==> src/rtl/uart_rx_param_if.sv <==
// Valid/ready frame delivery bundle for uart_rx_param.
// The master side (the receiver) drives the frame and its error flags, and the slave side returns m_ready.
interface uart_rx_param_if #(
    parameter int DATA_W = 8
);
    logic              m_valid;
    logic              m_ready;
    logic [DATA_W-1:0] m_data;
    logic              m_perr;
    logic              m_ferr;

    modport master (output m_valid, m_data, m_perr, m_ferr, input m_ready);
    modport slave  (input m_valid, m_data, m_perr, m_ferr, output m_ready);
endinterface

==> src/rtl/uart_rx_param.sv <==
// Parametrised UART receiver: start validation, parity/stop checking and a one-entry valid/ready holding register.
// Optional break detection is enabled by defining UART_RX_BREAK_DET_EN.
module uart_rx_param #(
    parameter int DATA_W    = 8,
    parameter int CLK_DIV   = 1085,
    parameter int PARITY    = 0,
    parameter int STOP_BITS = 1
) (
    input  logic            clk,
    input  logic            rst,
    input  logic            rx,
    uart_rx_param_if.master m,
    output logic            overrun,
    output logic            brk
);
    localparam int CNT_W   = $clog2(CLK_DIV);
    localparam int HAS_PAR = (PARITY != 0) ? 1 : 0;
    localparam int NBITS   = DATA_W + HAS_PAR + STOP_BITS;
    localparam int IDX_W   = $clog2(NBITS + 1);

    localparam logic [CNT_W-1:0] HALF_M1  = CNT_W'(CLK_DIV / 2 - 1);
    localparam logic [CNT_W-1:0] FULL_M1  = CNT_W'(CLK_DIV - 1);
    localparam logic [IDX_W-1:0] PAR_IDX  = IDX_W'(DATA_W);
    localparam logic [IDX_W-1:0] STOP_IDX = IDX_W'(DATA_W + HAS_PAR);
    localparam logic [IDX_W-1:0] LAST_IDX = IDX_W'(NBITS - 1);

    typedef enum logic [1:0] {
        IDLE,
        START,
`ifdef UART_RX_BREAK_DET_EN
        BRKWAIT,
`endif
        SHIFT
    } state_t;

    logic              rx_m, rx_s, rx_prev;
    logic [1:0]        sync_fill;
    logic              armed;
    state_t            state;
    logic [CNT_W-1:0]  cnt;
    logic [IDX_W-1:0]  idx;
    logic [DATA_W-1:0] shreg;
    logic              par_acc;
    logic              ferr_acc;
    logic              done;
    logic              done_perr;
    logic              done_ferr;
    logic              fall;
    logic              perr_now;
`ifdef UART_RX_BREAK_DET_EN
    logic              any_one;
`endif

    // armed only once a genuine high level has passed through the synchroniser,
    // so a line held low across reset release does not look like a start edge
    always_ff @(posedge clk or negedge rst) begin
        if (!rst) begin
            rx_m      <= 1'b1;
            rx_s      <= 1'b1;
            rx_prev   <= 1'b1;
            sync_fill <= '0;
            armed     <= 1'b0;
        end else begin
            rx_m      <= rx;
            rx_s      <= rx_m;
            rx_prev   <= rx_s;
            sync_fill <= {sync_fill[0], 1'b1};
            if (sync_fill[1] && rx_s) armed <= 1'b1;
        end
    end

    always_comb begin
        fall     = armed && rx_prev && !rx_s;
        perr_now = 1'b0;
        if (PARITY == 1)      perr_now = ~par_acc;
        else if (PARITY == 2) perr_now = par_acc;
    end

    always_ff @(posedge clk or negedge rst) begin
        if (!rst) begin
            state     <= IDLE;
            cnt       <= '0;
            idx       <= '0;
            shreg     <= '0;
            par_acc   <= 1'b0;
            ferr_acc  <= 1'b0;
            done      <= 1'b0;
            done_perr <= 1'b0;
            done_ferr <= 1'b0;
`ifdef UART_RX_BREAK_DET_EN
            any_one   <= 1'b0;
            brk       <= 1'b0;
`endif
        end else begin
            done <= 1'b0;
`ifdef UART_RX_BREAK_DET_EN
            brk  <= 1'b0;
`endif
            case (state)
                IDLE: begin
                    if (fall) begin
                        cnt   <= '0;
                        state <= START;
                    end
                end
                START: begin
                    if (cnt == HALF_M1) begin
                        if (rx_s) begin
                            state <= IDLE;
                        end else begin
                            cnt      <= '0;
                            idx      <= '0;
                            par_acc  <= 1'b0;
                            ferr_acc <= 1'b0;
`ifdef UART_RX_BREAK_DET_EN
                            any_one  <= 1'b0;
`endif
                            state    <= SHIFT;
                        end
                    end else begin
                        cnt <= cnt + 1'b1;
                    end
                end
                SHIFT: begin
                    if (cnt == FULL_M1) begin
                        cnt <= '0;
                        idx <= idx + 1'b1;
`ifdef UART_RX_BREAK_DET_EN
                        any_one <= any_one | rx_s;
`endif
                        if (idx < PAR_IDX) shreg <= {rx_s, shreg[DATA_W-1:1]};
                        if (idx < STOP_IDX) par_acc <= par_acc ^ rx_s;
                        else if (!rx_s)     ferr_acc <= 1'b1;
                        // parity is complete before the first stop bit, so perr_now is final here
                        if (idx == LAST_IDX) begin
                            done_perr <= perr_now;
                            done_ferr <= ferr_acc | ~rx_s;
`ifdef UART_RX_BREAK_DET_EN
                            if (!(any_one | rx_s)) begin
                                brk   <= 1'b1;
                                state <= BRKWAIT;
                            end else begin
                                done  <= 1'b1;
                                state <= IDLE;
                            end
`else
                            done  <= 1'b1;
                            state <= IDLE;
`endif
                        end
                    end else begin
                        cnt <= cnt + 1'b1;
                    end
                end
`ifdef UART_RX_BREAK_DET_EN
                BRKWAIT: begin
                    if (rx_s) state <= IDLE;
                end
`endif
                default: state <= IDLE;
            endcase
        end
    end

`ifndef UART_RX_BREAK_DET_EN
    assign brk = 1'b0;
`endif

    // completed frame lands one cycle after its last stop sample; shreg is idle by then
    always_ff @(posedge clk or negedge rst) begin
        if (!rst) begin
            m.m_valid <= 1'b0;
            m.m_data  <= '0;
            m.m_perr  <= 1'b0;
            m.m_ferr  <= 1'b0;
            overrun   <= 1'b0;
        end else begin
            overrun <= 1'b0;
            if (done) begin
                if (!m.m_valid || m.m_ready) begin
                    m.m_valid <= 1'b1;
                    m.m_data  <= shreg;
                    m.m_perr  <= done_perr;
                    m.m_ferr  <= done_ferr;
                end else begin
                    overrun <= 1'b1;
                end
            end else if (m.m_ready) begin
                m.m_valid <= 1'b0;
            end
        end
    end
endmodule

==> src/flat_wrapper.sv <==
// flat-port wrapper written by rule: the top's interface ports become plain ports
module uart_rx_param_flat 
#(
    parameter int DATA_W    = 8,
    parameter int CLK_DIV   = 1085,
    parameter int PARITY    = 0,
    parameter int STOP_BITS = 1
)
  (clk, rst, rx, overrun, brk, m_m_valid, m_m_data, m_m_perr, m_m_ferr, m_m_ready);
  uart_rx_param_if #(.DATA_W(DATA_W)) m_i ();
  input  logic clk;
  input  logic rst;
  input  logic rx;
  output logic overrun;
  output logic brk;
  output wire logic [$bits(m_i.m_valid)-1:0] m_m_valid;
  output wire logic [$bits(m_i.m_data)-1:0] m_m_data;
  output wire logic [$bits(m_i.m_perr)-1:0] m_m_perr;
  output wire logic [$bits(m_i.m_ferr)-1:0] m_m_ferr;
  input wire logic [$bits(m_i.m_ready)-1:0] m_m_ready;
  assign m_m_valid = m_i.m_valid;
  assign m_m_data = m_i.m_data;
  assign m_m_perr = m_i.m_perr;
  assign m_m_ferr = m_i.m_ferr;
  assign m_i.m_ready = m_m_ready;
  uart_rx_param #(.DATA_W(DATA_W), .CLK_DIV(CLK_DIV), .PARITY(PARITY), .STOP_BITS(STOP_BITS)) u_core (.clk(clk), .rst(rst), .rx(rx), .m(m_i), .overrun(overrun), .brk(brk));
endmodule
==> config.mk <==
export PLATFORM = sky130hd
export DESIGN_NAME = uart_rx_param_flat
export DESIGN_NICKNAME = d
export VERILOG_FILES = /design/src/rtl/uart_rx_param_if.sv /design/src/rtl/uart_rx_param.sv /design/src/flat_wrapper.sv
export SDC_FILE = /design/constraint.sdc
export NUM_CORES = 1
export LEC_CHECK = 0
export BUFFER_PORTS_ARGS = -buffer_cell sky130_fd_sc_hd__buf_2
export CAP_MARGIN = 20
export CELL_PAD_IN_SITES_DETAIL_PLACEMENT = 0
export CELL_PAD_IN_SITES_GLOBAL_PLACEMENT = 1
export CORE_MARGIN = 8
export CORE_UTILIZATION = 45
export CTS_CLUSTER_SIZE = 12
export DETAILED_ROUTE_END_ITERATION = 7
export PLACE_DENSITY = 0.79
export RECOVER_POWER = 50
export SLEW_MARGIN = 20
export SYNTH_ARGS = -nofsm -noshare
export SYNTH_HDL_FRONTEND = slang
export SYNTH_SLANG_ARGS = --single-unit
export TNS_END_PERCENT = 30
==> constraint.sdc <==
create_clock -name clk -period 2.6 [get_ports clk]
set_clock_uncertainty 0.1 [all_clocks]
set_input_delay 0.52 -clock clk [delete_from_list [all_inputs] [get_ports clk]]
set_output_delay 0.52 -clock clk [all_outputs]
set_load 0.02 [all_outputs]
* Word level (Yosys, flattened, before mapping)
Cells that the tools add are included.
** Storage, ports and cells
- Register bits after elaboration :: 45
- Input port bits :: 4
** Operators by class
- Equal/unequal tests :: 14
- Add/subtract/negate cells :: 2
- Reductions and logical operators :: 18
- Muxes and demuxes :: 29
- Bitwise operators :: 2
- Order comparisons :: 1
** Operator list (number)
- $mux W11 :: 4
- $pmux W11 S3 :: 1
- $mux W1 :: 13
- $mux W4 :: 3
- $add A11 B1 Y11 const B :: 1
- $eq A11 B10 Y1 const B :: 1
- $eq A11 B11 Y1 const B :: 1
- $mux W2 :: 5
- $reduce_and A3 Y1 :: 3
- $ne A2 B1 Y1 const B :: 4
- $ne A2 B2 Y1 const B :: 4
- $pmux W4 S2 :: 1
- $reduce_and A4 Y1 :: 2
- $pmux W2 S3 :: 1
- $reduce_and A6 Y1 :: 1
- $add A4 B1 Y4 const B :: 1
- $eq A4 B4 Y1 const B :: 1
- $lt A4 B4 Y1 const B :: 1
- $reduce_and A2 Y1 :: 2
- $reduce_bool A2 Y1 :: 2
- $logic_and A1 B1 Y1 :: 3
- $ne A3 B3 Y1 const B :: 1
- $reduce_bool A3 Y1 :: 1
- $eq A2 B1 Y1 const B :: 1
- other kinds (7) :: 8

* Depth between registers and ports, before layout
Gate-level depths: netlist of run 1.
- Depth after elaboration :: 4
- Depth in mapped cells :: 8
- Gate-level depth less buffers :: 7

* Worst setup path after synthesis of run 1
OpenSTA, ideal clock, no wires.
- Path kind :: register to register
- Start :: register u_core.cnt[1]
- End :: register u_core.cnt[1]
- Arrival time :: 1880 ps
- Setup slack :: 499 ps
- Library setup time :: 121 ps
- Buffers on the path :: 1
- Cell stages (with the launch flop) :: 9
- Period minus slack after synthesis :: 2101 ps
- Cells stage by stage :: dfrtp_1 inv_1 ha_1 nand3b_1 or3_1 o211ai_2 buf_4 nor2_1 a22o_1
** Between the ends
- Word-level cells in the longest chain between the ends :: 3
- Elaborated cells on any way between the ends :: 8
** Ends and longest elaborated chain
- start, declared :: RTL line uart_rx_param.sv:40 : logic [CNT_W-1:0] cnt;
- start signal, assigned :: RTL line uart_rx_param.sv:121 : cnt <= cnt + 1'b1;
- start signal, assigned :: RTL line uart_rx_param.sv:152 : cnt <= cnt + 1'b1;
- $add A11 B1 Y11 (tied with other cells) :: RTL line uart_rx_param.sv:121, uart_rx_param.sv:152
- $mux W11 (tied with other cells) :: RTL line uart_rx_param.sv:125 : if (cnt == FULL_M1) begin
- $pmux W11 S3 / $reduce_and A3 Y1 (equally long branches)
Several ways; a longest one is shown, not always the timed one.
A chain may end at the register's enable or synchronous reset.

* Worst setup path after layout of run 1
- Start :: register u_core.cnt[1]
- End :: register u_core.cnt[5]
Same word-level chain as after synthesis.

==> metrics.log, run 1 <==
INFO  metric via_count_of_the_first_global_routing_pass = around 1600
INFO  metric timing_worst_setup_path_type = flip-flop to flip-flop
INFO  metric grt_overflow = 0
INFO  metric synth-edff-count = 0
INFO  metric row_count = 25
INFO  metric ioPinCount = 17
INFO  metric post_cts.repair.setup_buffers = 0
INFO  metric postCtsHoldBufs = 0
INFO  metric drc = 0
INFO  metric cts_resized = 0
INFO  metric detail_route.first_pass.iterations = 4
INFO  metric cts_made_buffers = 5
INFO  metric grt_first_pass_wirelength = 7.66 mm
INFO  metric place.port_buffers = 14
INFO  metric worst_slew_margin_rel = 0.296
INFO  metric timing_hold_violations_final = 0
INFO  metric grt_setup_unrepaired = no
INFO  metric antenna-diode-count = 0
INFO  metric finalMaxSlewViolations = 0
INFO  metric power.ir.vdd_worst = 425 uV
INFO  metric clk_root_buffer_cell = sky130_fd_sc_hd__clkbuf_8
INFO  metric post_synth_inst_count = 196
INFO  metric total_power_per_unit_cell_area = 677 mW/mm^2
INFO  metric dr_total_vias = 1600
INFO  metric initial_core_util = 0.471
INFO  metric end_kind = flip-flop
INFO  metric cts.htree.levels = 2
INFO  metric postPlaceCellArea = 0.00240 mm^2
INFO  metric drt_first_iter_violations = 65
INFO  metric fin_crit_sh = 0.925
INFO  metric fraction_of_registers_with_async_set_or_reset_after_synthesis = 1.00
INFO  metric route.detailed.vias_per_inst = 5.61
INFO  metric max_freq = between 400 and 500 MHz
INFO  metric worstPathArrival = 2480 ps
INFO  metric cap_violations = 0
INFO  metric wl_per_cell = 15.6 um
INFO  metric fin_area = between 0.002 and 0.0025 mm^2
INFO  metric die_height = 86.5 um
INFO  metric final.hold.worst_slack = 219 ps
INFO  metric layout-drive-gt1-share = 0.243
INFO  metric synthesis.yosys.warnings = 0
INFO  metric power.leakage = 1.15 nW
INFO  metric seq_area_frac_synth = 0.505
INFO  metric worstSkewPairLatency = 300 ps
INFO  metric setup_viol = 0
INFO  metric critical_path.max_fanout = 10
INFO  metric grt_util_all_layers = 0.127
INFO  metric detail-route-antenna-nets = 0
INFO  metric post_synthesis_instance_area = 0.00224 mm^2
INFO  metric synth.avg_cell_area = 11.4 um^2
INFO  metric finalCoreUtilization = 0.524
INFO  metric maximum_number_of_pins_on_one_net_before_global_route_repair = 27
INFO  metric netlist-cell-type-count = 46
INFO  metric cp.required = between 2000 and 3000 ps
INFO  metric clock_tree.buffer_depth = 2
INFO  metric drt_wl_total = 4.44 mm
INFO  metric pre_cts_ws = roughly 220 ps
INFO  metric timing_worst_slew_pin_value = 1060 ps
INFO  metric clkSinkCount = 45
INFO  metric finalWeightedCongestion = 0.856
INFO  metric register_bit_count_reported_by_yosys = 45
INFO  metric setup_ws = 195 ps
INFO  metric final.setup.tns = 0 ps
INFO  metric result_of_the_run = finished, final reports clean
INFO  metric grt_antenna_before_repair = 0
INFO  metric die-area = roughly 0.0075 mm^2
INFO  metric cts_tree = done
INFO  metric ys.flop_type = sky130_fd_sc_hd__dfrtp_1
INFO  metric flow.area_growth_from_synthesis = 11.4%
INFO  metric placeableCoreArea = 0.00475 mm^2
INFO  metric cts.clk_slew.worst_paths = ~90 ps
INFO  metric floorplan.die.width = a little under 90 um
INFO  metric layout.nets = 230
INFO  metric timing.final.crit_period = 2400 ps
INFO  metric detailed_place_hpwl = 3.30 mm
INFO  metric post-layout-total-power = between 1.5 and 2 mW
INFO  metric crit_path_start_kind = flip-flop
INFO  metric finish.cell_count_without_fillers = 285
INFO  metric layout.filler_cells = 456
INFO  metric placed_cells = between 200 and 300
INFO  metric worst_hold_path_type = primary input to flip-flop
==> per-layer routing <==
| layer | vias to the layer above | GRT usage | routed length, um |
|---|---|---|---|
| met1 | 823 | 0.141 | 1910 |
| li1 | 755 | - | - |
| met3 | 4 | 0.0302 | 126 |
| met4 | 0 | 0.0438 | 33 |
| met5 | - | 0 | 0 |
| met2 | 18 | 0.228 | 2370 |
==> where the power goes <==
part | total, mW | internal [mW] | switching, mW
registers | 0.765 | 0.729 | 0.0364
logic | 0.464 | 0.167 | 0.298
clock network | 0.459 | 0.221 | 0.238
==> layout by cell type (no fill, tap or decap), types with 4 or more instances in the layout <==
cell and count:
sky130_fd_sc_hd__nand2_1 17, sky130_fd_sc_hd__mux2_2 18, sky130_fd_sc_hd__clkbuf_8 6, sky130_fd_sc_hd__ha_1 9, sky130_fd_sc_hd__a2111oi_0 5, sky130_fd_sc_hd__o21ai_0 7
sky130_fd_sc_hd__a221o_1 8, sky130_fd_sc_hd__nand2b_1 6, sky130_fd_sc_hd__dfrtp_1 42, sky130_fd_sc_hd__buf_4 6, sky130_fd_sc_hd__inv_1 12, sky130_fd_sc_hd__a211oi_1 4
sky130_fd_sc_hd__nor2_1 7, sky130_fd_sc_hd__buf_2 13
==> cells in the mapped netlist (3+ instances only) <==
cell type | n | share of area
sky130_fd_sc_hd__nand2_1 | 17 | 0.029
sky130_fd_sc_hd__nand2b_1 | 6 | 0.017
sky130_fd_sc_hd__a221o_1 | 8 | 0.036
sky130_fd_sc_hd__dfrtp_1 | 42 | 0.47
sky130_fd_sc_hd__mux2_2 | 18 | 0.091
sky130_fd_sc_hd__nor2_1 | 7 | 0.012
sky130_fd_sc_hd__o21ai_0 | 7 | 0.016
sky130_fd_sc_hd__ha_1 | 9 | 0.050
sky130_fd_sc_hd__buf_4 | 3 | 0.010
sky130_fd_sc_hd__inv_1 | 12 | 0.020
sky130_fd_sc_hd__nand4_1 | 3 | 0.0084
sky130_fd_sc_hd__o31ai_1 | 3 | 0.010
sky130_fd_sc_hd__and3_1 | 3 | 0.0084
sky130_fd_sc_hd__a2111oi_0 | 5 | 0.020
sky130_fd_sc_hd__a211oi_1 | 4 | 0.013
sky130_fd_sc_hd__a31oi_1 | 3 | 0.0084
sky130_fd_sc_hd__nand3_1 | 3 | 0.0067
sky130_fd_sc_hd__dfstp_2 | 3 | 0.035
==> sequential cells by signal (all words and copies together), names as in the netlist <==
register	flops
u_core.armed	1
u_core.cnt	11
u_core.done	1
u_core.done_ferr	1
u_core.ferr_acc	1
u_core.idx	4
u_core.m.m_data	8
u_core.m.m_ferr	1
u_core.m.m_valid	1
u_core.overrun	1
u_core.rx_m	1
u_core.rx_prev	1
u_core.rx_s	1
u_core.shreg	8
u_core.state	2
u_core.sync_fill	2
==> final cells by class <==
cell class                      count  area (um^2)  area share
Clock buffer                        6         82.6      0.0331
Clock inverter                      2         17.5     0.00702
Inverter                           13         48.8      0.0196
Multi-Input combinational cell    131         1010       0.406
Sequential cell                    45         1130       0.453
Tap cell                           67         83.8      0.0336
Timing Repair Buffer               21          119      0.0477
==> path summary, 6_finish.rpt <==
check	start	endpoint	slack, ps	depth (start not counted)
worst max-delay path	u_core.cnt[1]$_DFFE_PN0P_	u_core.cnt[5]$_DFFE_PN0P_	200	8
worst min-delay path	rx	u_core.rx_m$_DFF_PN1_	220	1
worst max register to register	u_core.cnt[1]$_DFFE_PN0P_	u_core.cnt[5]$_DFFE_PN0P_	200	8
worst min register to register	u_core.sync_fill[0]$_DFF_PN0_	u_core.sync_fill[1]$_DFF_PN0_	260	0
max in group asynchronous	rst	u_core.m.m_data[0]$_DFFE_PN0P_	920	2
min in group asynchronous	rst	u_core.sync_fill[1]$_DFF_PN0_	280	1
==> kinds of logic (layout without fill, tap and decap cells) <==
kind of cell,count (synthesis),in the layout,share of synthesized area
multiplexers,19,19,0.0950
other,2,3,0.00336
AO/OA/AOI/OAI,45,45,0.163
flip-flops,45,45,0.505
AND/OR/NAND/NOR,55,55,0.139
buffers and inverters,21,42,0.0447
adder cells (fa/ha/maj),9,9,0.0503
==> critical path, cell delays in order, from the launching register on <==
cell and delay (ps):
sky130_fd_sc_hd__dfrtp_1 460, sky130_fd_sc_hd__inv_1 110, sky130_fd_sc_hd__ha_1 150, sky130_fd_sc_hd__nand3b_1 170
sky130_fd_sc_hd__or3_1 430, sky130_fd_sc_hd__o211ai_2 260, sky130_fd_sc_hd__buf_4 220, sky130_fd_sc_hd__a2111oi_0 80
sky130_fd_sc_hd__a221o_1 290
No activity file was read; power rests on OpenSTA's default activity.
==> run 2: changes to the inputs <==
--- a/config.mk
+++ b/config.mk
@@ -5,6 +5,7 @@
 export SDC_FILE = /design/constraint.sdc
 export NUM_CORES = 1
 export LEC_CHECK = 0
+export ABC_AREA = 1
 export BUFFER_PORTS_ARGS = -buffer_cell sky130_fd_sc_hd__buf_2
 export CAP_MARGIN = 20
 export CELL_PAD_IN_SITES_DETAIL_PLACEMENT = 0
@@ -13,7 +14,7 @@
 export CORE_UTILIZATION = 45
 export CTS_CLUSTER_SIZE = 12
 export DETAILED_ROUTE_END_ITERATION = 7
-export PLACE_DENSITY = 0.79
+export PLACE_DENSITY = 0.83
 export RECOVER_POWER = 50
 export SLEW_MARGIN = 20
 export SYNTH_ARGS = -nofsm -noshare
==> run 2 against run 1 <==
Against the previous run: critical endpoint is now u_core.shreg[2]$_DFFE_PN0P_; combinational power increased by 12%; first-iteration DRC count increased by 54%; critical path type unchanged; worst hold slack got worse by 19 ps; global-route usage increased by 0.65 points; clock power decreased by 5.2%; sequential cell count unchanged.
==> metrics.log, run 2 <==
INFO  metric layout.filler_cells = 513 (+13%)
INFO  metric max_freq = 519 MHz (+25%)
INFO  metric layout-drive-gt1-share = 0.173 (-0.0700)
INFO  metric fin_area = 0.00266 mm^2 (+6.6%)
INFO  metric worstSkewPairLatency = 310 ps (about the same)
INFO  metric detail_route.first_pass.iterations = 7 (+3)
INFO  metric finalCoreUtilization = 0.495 (-0.0295)
INFO  metric clkSinkCount = 45 (unchanged)
INFO  metric place.port_buffers = 14 (unchanged)
INFO  metric timing_worst_setup_path_type = flip-flop to flip-flop
INFO  metric grt_setup_unrepaired = no
INFO  metric cts_tree = done
INFO  metric clk_root_buffer_cell = sky130_fd_sc_hd__clkbuf_8
INFO  metric dr_total_vias = 1871 (+17%)
INFO  metric detail-route-antenna-nets = 0 (unchanged)
INFO  metric fin_crit_sh = 0.742 (-0.183)
INFO  metric fraction_of_registers_with_async_set_or_reset_after_synthesis = 1.00 (unchanged)
INFO  metric synthesis.yosys.warnings = 0 (unchanged)
INFO  metric end_kind = flip-flop
INFO  metric worst_slew_margin_rel = 0.433 (+0.138)
INFO  metric wl_per_cell = 12.0 um (-23%)
INFO  metric top_register = u_core.cnt
INFO  metric finish.cell_count_without_fillers = 384 (+35%)
INFO  metric flow.area_growth_from_synthesis = 8.86%
INFO  metric setup_viol = 0 (unchanged)
INFO  metric ys.flop_type = sky130_fd_sc_hd__dfrtp_1
INFO  metric die_height = 89.7 um (+3.6%)
INFO  metric most-common-layout-cells = sky130_fd_sc_hd__nand2_1 (86), sky130_fd_sc_hd__dfrtp_1 (42), sky130_fd_sc_hd__inv_1 (34)
INFO  metric netSwitchingFraction = 0.375 (+0.0362)
INFO  metric antenna-diode-count = 0 (unchanged)
INFO  metric finalWeightedCongestion = 0.872 (+1.9%)
INFO  metric postCtsHoldBufs = 0 (unchanged)
INFO  metric die-area = 0.00804 mm^2 (+7.4%)
INFO  metric cts_resized = 0 (unchanged)
INFO  metric timing.final.crit_period = 1930 ps (-476 ps)
INFO  metric result_of_the_run = finished, final reports clean
INFO  metric power.ir.vdd_worst = 487 uV (+15%)
INFO  metric synth_common_cells = sky130_fd_sc_hd__nand2_1 (86), sky130_fd_sc_hd__dfrtp_1 (42), sky130_fd_sc_hd__inv_1 (34), sky130_fd_sc_hd__nand3_1 (24), sky130_fd_sc_hd__nor2_1 (23)
INFO  metric placed_cells = 376 (+36%)
INFO  metric yosys.area.top_type = sky130_fd_sc_hd__dfrtp_1
INFO  metric synth-edff-count = 0 (unchanged)
INFO  metric grt.busiest_layer = met2
INFO  metric post_cts.repair.setup_buffers = 0 (unchanged)
INFO  metric share_comb_of_total_power = 0.300 (+0.025)
INFO  metric net_load_switching_power = 0.651 mW (+14%)
INFO  metric drt_wl_total = 4.62 mm (+4.0%)
INFO  metric use_met2 = 0.211 (-0.0172)
INFO  metric worst_hold_path_type = primary input to async pin
INFO  metric ioPinCount = 17 (unchanged)
INFO  metric grt_util_all_layers = 0.133 (+0.00647)
INFO  metric grt_use_met1 = 0.164 (+0.0224)
INFO  metric worstPathArrival = 2030 ps (-450 ps)
INFO  metric route.detailed.vias_per_inst = 4.87 (-13%)
INFO  metric p_int = 1.08 mW (-2.9%)
INFO  metric grt_antenna_before_repair = 0 (unchanged)
INFO  metric timing_hold_violations_final = 0 (unchanged)
INFO  metric detailed_place_hpwl = 3.49 mm (+5.7%)
INFO  metric power.leakage = 1.33 nW (+16%)
INFO  metric post_synth_main_area_contributors = sky130_fd_sc_hd__dfrtp_1 (43%), sky130_fd_sc_hd__nand2_1 (13%), sky130_fd_sc_hd__inv_1 (5.2%)
INFO  metric grt_overflow = 0 (unchanged)
INFO  metric maximum_number_of_pins_on_one_net_before_global_route_repair = 40 (+48%)
INFO  metric post_synth_inst_count = 294 (+50%)
INFO  metric cts.clk_slew.worst_paths = 90 ps (about the same)
INFO  metric floorplan.die.width = 89.7 um (+3.6%)
INFO  metric via_count_of_the_first_global_routing_pass = 1809 (+10%)
INFO  metric initial_core_util = 0.455 (-0.0161)
INFO  metric drt_first_iter_violations = 100 (+54%)
INFO  metric cap_violations = 0 (unchanged)
INFO  metric most_frequent_standard_cell_in_the_layout_excluding_fill_and_tap_cells = sky130_fd_sc_hd__nand2_1
INFO  metric timing_worst_slew_pin_value = 850 ps (-206 ps)
INFO  metric largestRegisters = u_core.cnt (11), u_core.m.m_data (8), u_core.shreg (8)
INFO  metric cts.htree.levels = 2 (unchanged)
INFO  metric final.setup.tns = 0 ps (unchanged)
INFO  metric register_bit_count_reported_by_yosys = 45 (unchanged)
INFO  metric synth_top_area_frac = 0.430 (-0.0392)
INFO  metric p_seq_frac = 0.450 (-0.003)
INFO  metric finalMaxSlewViolations = 0 (unchanged)
INFO  metric drc = 0 (unchanged)
INFO  metric netlist-cell-type-count = 38 (-17%)
INFO  metric layout.nets = 324 (+41%)
INFO  metric yosysMostFrequentCell = sky130_fd_sc_hd__nand2_1
INFO  metric post_synthesis_instance_area = 0.00244 mm^2 (+9.1%)
INFO  metric clock_tree.buffer_depth = 2 (unchanged)
INFO  metric synth.avg_cell_area = 8.31 um^2 (-27%)
INFO  metric seq_area_frac_synth = 0.463 (-0.0421)
INFO  metric largest_reg_flops = 11 (unchanged)
INFO  metric grt_first_pass_wirelength = 8.10 mm (+5.8%)
INFO  metric placeableCoreArea = 0.00537 mm^2 (+13%)
INFO  metric grt_use_met3 = 0.0391 (+0.00888)
INFO  metric critical_path.max_fanout = 16 (+6)
INFO  metric crit_path_start_kind = flip-flop
INFO  metric part_of_the_power_in_the_clock_network = 0.251 (-0.021)
INFO  metric cts_made_buffers = 5 (unchanged)
INFO  metric row_count = 27 (+8.0%)
INFO  metric total_power_per_unit_cell_area = 653 mW/mm^2 (-3.6%)
INFO  metric cp.required = 2700 ps (+20 ps)
INFO  metric postPlaceCellArea = 0.00258 mm^2 (+7.6%)
run 2: per-layer routing:
layer | up-vias | wire [um]
met2 | 37 | 2080
met1 | 874 | 2200
met5 | - | 0
met4 | 0 | 106
met3 | 8 | 232
li1 | 952 | -
run 2: cells by family after synthesis:
family / after synthesis / share of synthesized area
other: 2 / 0.00307
and+or+nand+nor: 158 / 0.306
buffers and inverters: 44 / 0.0743
adders and majority gates: 9 / 0.0461
DFF: 45 / 0.463
AOI/OAI and AO/OA: 30 / 0.0840
xor gates and xnor gates: 4 / 0.0143
muxes: 2 / 0.00922
run 2: path summary, 6_finish.rpt:
check | from | to | slack, ps | cells past startpoint
max | u_core.state[0]$_DFFE_PN0P_ | u_core.shreg[2]$_DFFE_PN0P_ | 670 | 7
min | rst | u_core.cnt[0]$_DFFE_PN0P_ | 200 | 1
max reg2reg | u_core.state[0]$_DFFE_PN0P_ | u_core.shreg[2]$_DFFE_PN0P_ | 670 | 7
min reg2reg | u_core.sync_fill[0]$_DFF_PN0_ | u_core.sync_fill[1]$_DFF_PN0_ | 250 | 0
max in group asynchronous | rst | u_core.state[0]$_DFFE_PN0P_ | 1550 | 2
min in group clk | rx | u_core.rx_m$_DFF_PN1_ | 210 | 1
run 2: through the flow:
step | power, mW | setup slack, ps | hold slack, ps
6_report | 1.73 | 671 | 200
5_1_grt | 1.85 | 470 | 192
4_1_cts | 1.75 | 664 | 199
3_5_place_dp | 1.31 | 682 | 238
3_3_place_gp | 1.30 | 755 | 234
2_1_floorplan | 1.18 | 1030 | 124
run 2: critical path, stage by stage (launching register included):
cell                       delay (ps)
sky130_fd_sc_hd__dfrtp_1          400
sky130_fd_sc_hd__inv_1            100
sky130_fd_sc_hd__ha_1             440
sky130_fd_sc_hd__inv_1            160
sky130_fd_sc_hd__nor2_1           240
sky130_fd_sc_hd__nand2b_4         190
sky130_fd_sc_hd__nand2_1          120
sky130_fd_sc_hd__o21ai_2           50
run 2: area by class of cell:
cell class	instances	area, um^2	area share
Timing Repair Buffer	16	77.6	0.0292
Multi-Input combinational cell	206	1130	0.427
Clock inverter	2	15.0	0.00565
Tap cell	72	90.1	0.0339
Inverter	37	139	0.0522
Sequential cell	45	1130	0.425
Clock buffer	6	72.6	0.0273
run 2: power groups by stage:
stage               clock network (mW)  registers (mW)  logic (mW)
finish                           0.435           0.780       0.520
detailed placement                   0           0.794       0.520
CTS                              0.453           0.780       0.522
global placement                     0           0.792       0.511
global route                     0.475           0.785       0.592
floorplan                            0           0.786       0.397
